File: src/rtl/des_ctrl_pkg.sv
// Shared types and constants for the DES sequencing controller.
package des_ctrl_pkg;

    typedef enum logic [1:0] {
        IDLE,
        LOAD,
        WAIT,
        DONE
    } state_t;

    localparam int DEF_PIPE_LAT  = 17;
    localparam int DEF_DB_CYCLES = 250000;
    localparam int DEF_DB_W      = 18;

    // Active-low decimal points, indexed by word_sel (entry 0 is the rightmost).
    localparam logic [3:0][3:0] DP_TABLE = {4'b0111, 4'b1011, 4'b1101, 4'b1110};

endpackage

File: src/rtl/pb_debounce.sv
// Push-button conditioner: 2-flop synchroniser, stability counter and a
// one-cycle pulse on each rising edge of the debounced level.
module pb_debounce
    import des_ctrl_pkg::*;
#(
    parameter int DB_CYCLES = DEF_DB_CYCLES,
    parameter int DB_W      = DEF_DB_W
) (
    input  logic clk,
    input  logic rst,
    input  logic btn,
    output logic pulse
);

    logic            sync1_q, sync2_q;
    logic            db_q, db_d;
    logic            db_prev_q;
    logic            pulse_q, pulse_d;
    logic [DB_W-1:0] cnt_q, cnt_d;

    always_comb begin
        db_d  = db_q;
        cnt_d = cnt_q;
        if (sync2_q == db_q) begin
            cnt_d = '0;
        end else if (cnt_q == DB_W'(DB_CYCLES - 1)) begin
            db_d  = ~db_q;
            cnt_d = '0;
        end else begin
            cnt_d = cnt_q + DB_W'(1);
        end
        pulse_d = db_q & ~db_prev_q;
    end

    always_ff @(posedge clk or posedge rst) begin
        if (rst) begin
            sync1_q   <= 1'b0;
            sync2_q   <= 1'b0;
            db_q      <= 1'b0;
            db_prev_q <= 1'b0;
            cnt_q     <= '0;
            pulse_q   <= 1'b0;
        end else begin
            sync1_q   <= btn;
            sync2_q   <= sync1_q;
            db_q      <= db_d;
            db_prev_q <= db_q;
            cnt_q     <= cnt_d;
            pulse_q   <= pulse_d;
        end
    end

    assign pulse = pulse_q;

endmodule

File: src/rtl/des_ctrl.sv
// DES sequencing controller: launches one encryption per start press, holds
// the plaintext for the core latency, captures ciphertext and feeds the display.
module des_ctrl
    import des_ctrl_pkg::*;
#(
    parameter int PIPE_LAT  = DEF_PIPE_LAT,
    parameter int DB_CYCLES = DEF_DB_CYCLES,
    parameter int DB_W      = DEF_DB_W
) (
    input  logic        clk,
    input  logic        rst,
    input  logic [7:0]  sw,
    input  logic        start_pb,
    input  logic        sel_pb,
    output logic [7:0]  mess_idx,
    input  logic [63:0] mess_in,
    output logic [63:0] des_in,
    input  logic [63:0] des_out,
    output logic [63:0] ct,
    output logic        busy,
    output logic        done,
    output logic [1:0]  word_sel,
    output logic [15:0] disp_data,
    output logic [3:0]  disp_dp,
    output logic [7:0]  led
);

    logic start_p, sel_p;

    pb_debounce #(.DB_CYCLES(DB_CYCLES), .DB_W(DB_W)) u_start_db (
        .clk(clk), .rst(rst), .btn(start_pb), .pulse(start_p)
    );

    pb_debounce #(.DB_CYCLES(DB_CYCLES), .DB_W(DB_W)) u_sel_db (
        .clk(clk), .rst(rst), .btn(sel_pb), .pulse(sel_p)
    );

    state_t      state_q, state_d;
    logic [7:0]  mess_idx_q, mess_idx_d;
    logic [63:0] des_in_q, des_in_d;
    logic [63:0] ct_q, ct_d;
    logic [7:0]  wcnt_q, wcnt_d;
    logic        busy_q, busy_d;
    logic        done_q, done_d;
    logic [1:0]  word_sel_q, word_sel_d;
    logic [15:0] disp_data_q, disp_data_d;
    logic [3:0]  disp_dp_q, disp_dp_d;

    always_comb begin
        state_d    = state_q;
        mess_idx_d = mess_idx_q;
        des_in_d   = des_in_q;
        ct_d       = ct_q;
        wcnt_d     = wcnt_q;
        word_sel_d = word_sel_q;
        if (sel_p) begin
            word_sel_d = word_sel_q + 2'd1;
        end
        case (state_q)
            IDLE, DONE: begin
                if (start_p) begin
                    mess_idx_d = sw;
                    state_d    = LOAD;
                end
            end
            LOAD: begin
                des_in_d = mess_in;
                wcnt_d   = 8'd0;
                state_d  = WAIT;
            end
            WAIT: begin
                wcnt_d = wcnt_q + 8'd1;
                // Capture overrides a coincident select press.
                if (wcnt_q == 8'(PIPE_LAT - 1)) begin
                    ct_d       = des_out;
                    word_sel_d = 2'd0;
                    state_d    = DONE;
                end
            end
            default: state_d = IDLE;
        endcase
        busy_d      = (state_d == LOAD) || (state_d == WAIT);
        done_d      = (state_d == DONE);
        disp_data_d = ct_q[{word_sel_q, 4'b0000} +: 16];
        disp_dp_d   = DP_TABLE[word_sel_q];
    end

    always_ff @(posedge clk or posedge rst) begin
        if (rst) begin
            state_q     <= IDLE;
            mess_idx_q  <= '0;
            des_in_q    <= '0;
            ct_q        <= '0;
            wcnt_q      <= '0;
            busy_q      <= 1'b0;
            done_q      <= 1'b0;
            word_sel_q  <= '0;
            disp_data_q <= '0;
            disp_dp_q   <= 4'b1110;
        end else begin
            state_q     <= state_d;
            mess_idx_q  <= mess_idx_d;
            des_in_q    <= des_in_d;
            ct_q        <= ct_d;
            wcnt_q      <= wcnt_d;
            busy_q      <= busy_d;
            done_q      <= done_d;
            word_sel_q  <= word_sel_d;
            disp_data_q <= disp_data_d;
            disp_dp_q   <= disp_dp_d;
        end
    end

    assign mess_idx  = mess_idx_q;
    assign des_in    = des_in_q;
    assign ct        = ct_q;
    assign busy      = busy_q;
    assign done      = done_q;
    assign word_sel  = word_sel_q;
    assign disp_data = disp_data_q;
    assign disp_dp   = disp_dp_q;
    assign led       = sw;

endmodule

File: config.mk
export PLATFORM = sky130hd
export DESIGN_NAME = des_ctrl
export DESIGN_NICKNAME = d
export VERILOG_FILES = /design/src/rtl/des_ctrl_pkg.sv /design/src/rtl/pb_debounce.sv /design/src/rtl/des_ctrl.sv
export SDC_FILE = /design/constraint.sdc
export NUM_CORES = 1
export LEC_CHECK = 0
export ABC_AREA = 1
export ABC_CLOCK_PERIOD_IN_PS = 8500
export CAP_MARGIN = 40
export CORE_ASPECT_RATIO = 0.9
export CORE_MARGIN = 4
export CORE_UTILIZATION = 40
export CTS_BUF_LIST = sky130_fd_sc_hd__clkbuf_2 sky130_fd_sc_hd__clkbuf_4 sky130_fd_sc_hd__clkbuf_8
export DETAILED_ROUTE_END_ITERATION = 12
export PLACE_DENSITY_LB_ADDON = 0.2
export SYNTH_ARGS = -nofsm -noshare
export SYNTH_HDL_FRONTEND = slang
export SYNTH_SLANG_ARGS = --single-unit
File: constraint.sdc
create_clock -name clk -period 8.5 [get_ports clk]
set_input_delay 1.275 -clock clk [delete_from_list [all_inputs] [get_ports clk]]
set_output_delay 1.275 -clock clk [all_outputs]
set_load 0.02 [all_outputs]
==> out/metrics.yaml <==
outcome: "complete, no violations"
cts-resized-gates: 0
slew_violations: 0
holdPathStages: 0
finClkSkew_ns: 0.01660
antenna_found_initial: 5
syn_avg_cell_area_um2: 9.991
synth_top_area_frac: 0.5749
viasPerCell: 4.960
cpMaxStageDelayCell: "clkdlybuf4s50_1"
cts.sinks: 216
routed-via-count: 7752
synth_cells: 928
grt_max_degree: 82
critPathLaunchType: "input pin"
synth_area_leaders: "dfrtp_1 57%, mux2_2 8.9%, nand2_1 8.2%"
rsz0062_at_grt: "no"
fin_util: 0.5919
root_buffer: "clkbuf_8"
cts_tree: "yes"
yosysUniqueCellTypes: 22
setup_viol: 0
cts.clk_slew.worst_paths_ns: 0.05
dpl.hpwl_um: 22110
synth_fp_nets: 1079
grt-ovfl-total: 0
grt_pass1_wl_um: 45600
synth_seq_cells: 216
ys_warn_count: 0
totalWireLength_um: 29780
path_cells: "clkdlybuf4s50_1 -> clkdlybuf4s50_1"
cp-end-kind: "output pin"
power_density_mw_per_mm2: 159.0
io_buffers: 307
syn_area_mm2: 0.009271
dieArea_mm2: 0.02568
path_delay_family: "buffers and inverters"
r2r_cells: 7
peakVddDrop_mv: 0.08741
track_usage: 0.2266
synth-main-ff-cell: "dfrtp_1"
die_w_um: 168.5
cp.depth: 2
setup_tns_ns: 0
placed_area_mm2: 0.01258
async_reset_ff_frac: 1.000
worstHoldStart: "u_sel_db.sync1_q"
layout.nets: 1384
cellLeakagePower_nw: 5.877
stdcell_area_mm2: 0.01340
area_growth_pct: 44.55
max_cap_viol_count: 0
dieHeight_um: 152.4
routabilityCongestion: 0.9098
cp.arrival_ns: 2.39
htree_num_levels: 2
grt_pass1_vias: 7678
seq_area_frac_synth: 0.5834
crit_top_cell: "clkdlybuf4s50_1"
post-synth-top-area-cell: "dfrtp_1"
cp_slowest_stage_delay_ns: 0.61
hold_path_class: "flop to flop"
period_minus_slack_ns: 3.670
drive_gt1_frac: 0.1276
cts_buffers: 38
synth-edff-count: 0
required_ns: 7.22
initial_core_util: 0.4095
slew_headroom: 0.4217
postCtsSetupBuffers: 0
path_buf_inv: 2
worst_pin_slew_ns: 0.8674
reg2reg_slack_ns: 5.86
io-pin-count: 308
startpoint: "sw[3]"
antenna_left: 0
drtIter0Drc: 492
firstDrtPassIters: 4
clk_latency_ns: 0.51
drc: 0
clock_path_buffers: 3
fmax_ghz: 0.2725
worst-path-max-fanout: 2
finalHoldViolations: 0
critPathKind: "input pin to output pin"
finalCritPeriodShare: 0.4317
core_mm2: 0.02264
rows: 52
hold_buffers: 0
rr_startpoint: "word_sel[0]"
avgRoutedWirePerCell_um: 19.05
power breakdown:
part	internal (mW)	switching [mW]
clock	0.577	0.403
sequential	1.03	0.00360
combinational	0.0690	0.0431
worst paths after layout:
check,end
worst max-delay path,led[3]
worst min-delay path,u_sel_db.sync2_q
worst max register to register,word_sel[1]
worst min register to register,u_sel_db.sync2_q
max in group asynchronous,disp_dp[2]
min in group asynchronous,des_in[18]
cell type report:
cell class	instances	area, µm²
fillers	1984	9240
clock inverters	4	25.02
clock buffers	65	782.0
flip-flops and latches	216	5409
repair buffers	317	3188
inverters	47	183.9
diodes	4	10.01
multi-input cells	613	3432
well taps	297	371.6
cell usage after synthesis, drive strengths merged, types with 3 or more instances:
| master | n |
|---|---|
| buf | 31 |
| o22ai | 16 |
| clkbuf | 21 |
| xnor2 | 4 |
| o21ai | 41 |
| ha | 11 |
| nor2 | 129 |
| nand2 | 203 |
| nand4 | 68 |
| nor3 | 4 |
| inv | 47 |
| mux2 | 73 |
| o21bai | 4 |
| dfrtp | 213 |
| dfstp | 3 |
| xor2 | 17 |
| a21oi | 9 |
| nand3 | 31 |
cells in the final DEF, fill, tap and decap left out:
| cell type | instances |
|---|---|
| a21oi_1 | 9 |
| buf_16 | 2 |
| buf_4 | 8 |
| clkbuf_4 | 18 |
| clkbuf_8 | 47 |
| clkdlybuf4s50_1 | 307 |
| clkinv_2 | 2 |
| clkinvlp_4 | 2 |
| dfrtp_1 | 213 |
| dfstp_2 | 3 |
| diode_2 | 4 |
| ha_1 | 9 |
| ha_2 | 2 |
| inv_1 | 46 |
| inv_8 | 1 |
| mux2_2 | 73 |
| nand2_1 | 203 |
| nand3_1 | 30 |
| nand3_4 | 1 |
| nand4_1 | 68 |
| nor2_1 | 128 |
| nor2_4 | 1 |
| nor3_1 | 4 |
| nor3b_1 | 2 |
| nor4_4 | 1 |
| o21ai_0 | 41 |
| o21bai_1 | 4 |
| o22ai_1 | 16 |
| xnor2_1 | 4 |
| xor2_1 | 17 |
sequential cells by signal, indices dropped and copies added, names as in the netlist, 2 cells and up:
| register | cells |
|---|---|
| state_q | 2 |
| des_in | 64 |
| u_start_db.cnt_q | 18 |
| ct | 64 |
| disp_data | 16 |
| mess_idx | 8 |
| wcnt_q | 8 |
| u_sel_db.cnt_q | 18 |
| word_sel | 2 |
| disp_dp | 4 |
layer usage:
layer	wire length, µm	vias to the layer above	GRT usage
met2	13390	281	0.3424
met1	13470	3709	0.3201
li1	-	3711	-
met3	2110	49	0.05603
met4	782	2	0.07960
met5	20	-	0
cell families after synthesis:
family,share of synthesized area
simple gates,0.2031
flops,0.5834
buf+inv,0.04912
mux,0.08866
compound gates,0.04103
xor+xnor,0.01984
fa+ha+maj,0.01484
stage by stage:
stage	hold slack, ns	setup WS [ns]	power, mW	instances
floorplan	0.3312	1.322	1.086	928
global placement	0.3342	4.818	1.165	1488
detailed placement	0.3364	4.820	1.170	1490
CTS	0.3613	4.802	2.164	1559
global route	0.3622	4.730	2.221	1563
finish	0.3583	4.830	2.130	1563
Note: power is estimated with default switching activity, not from simulation.
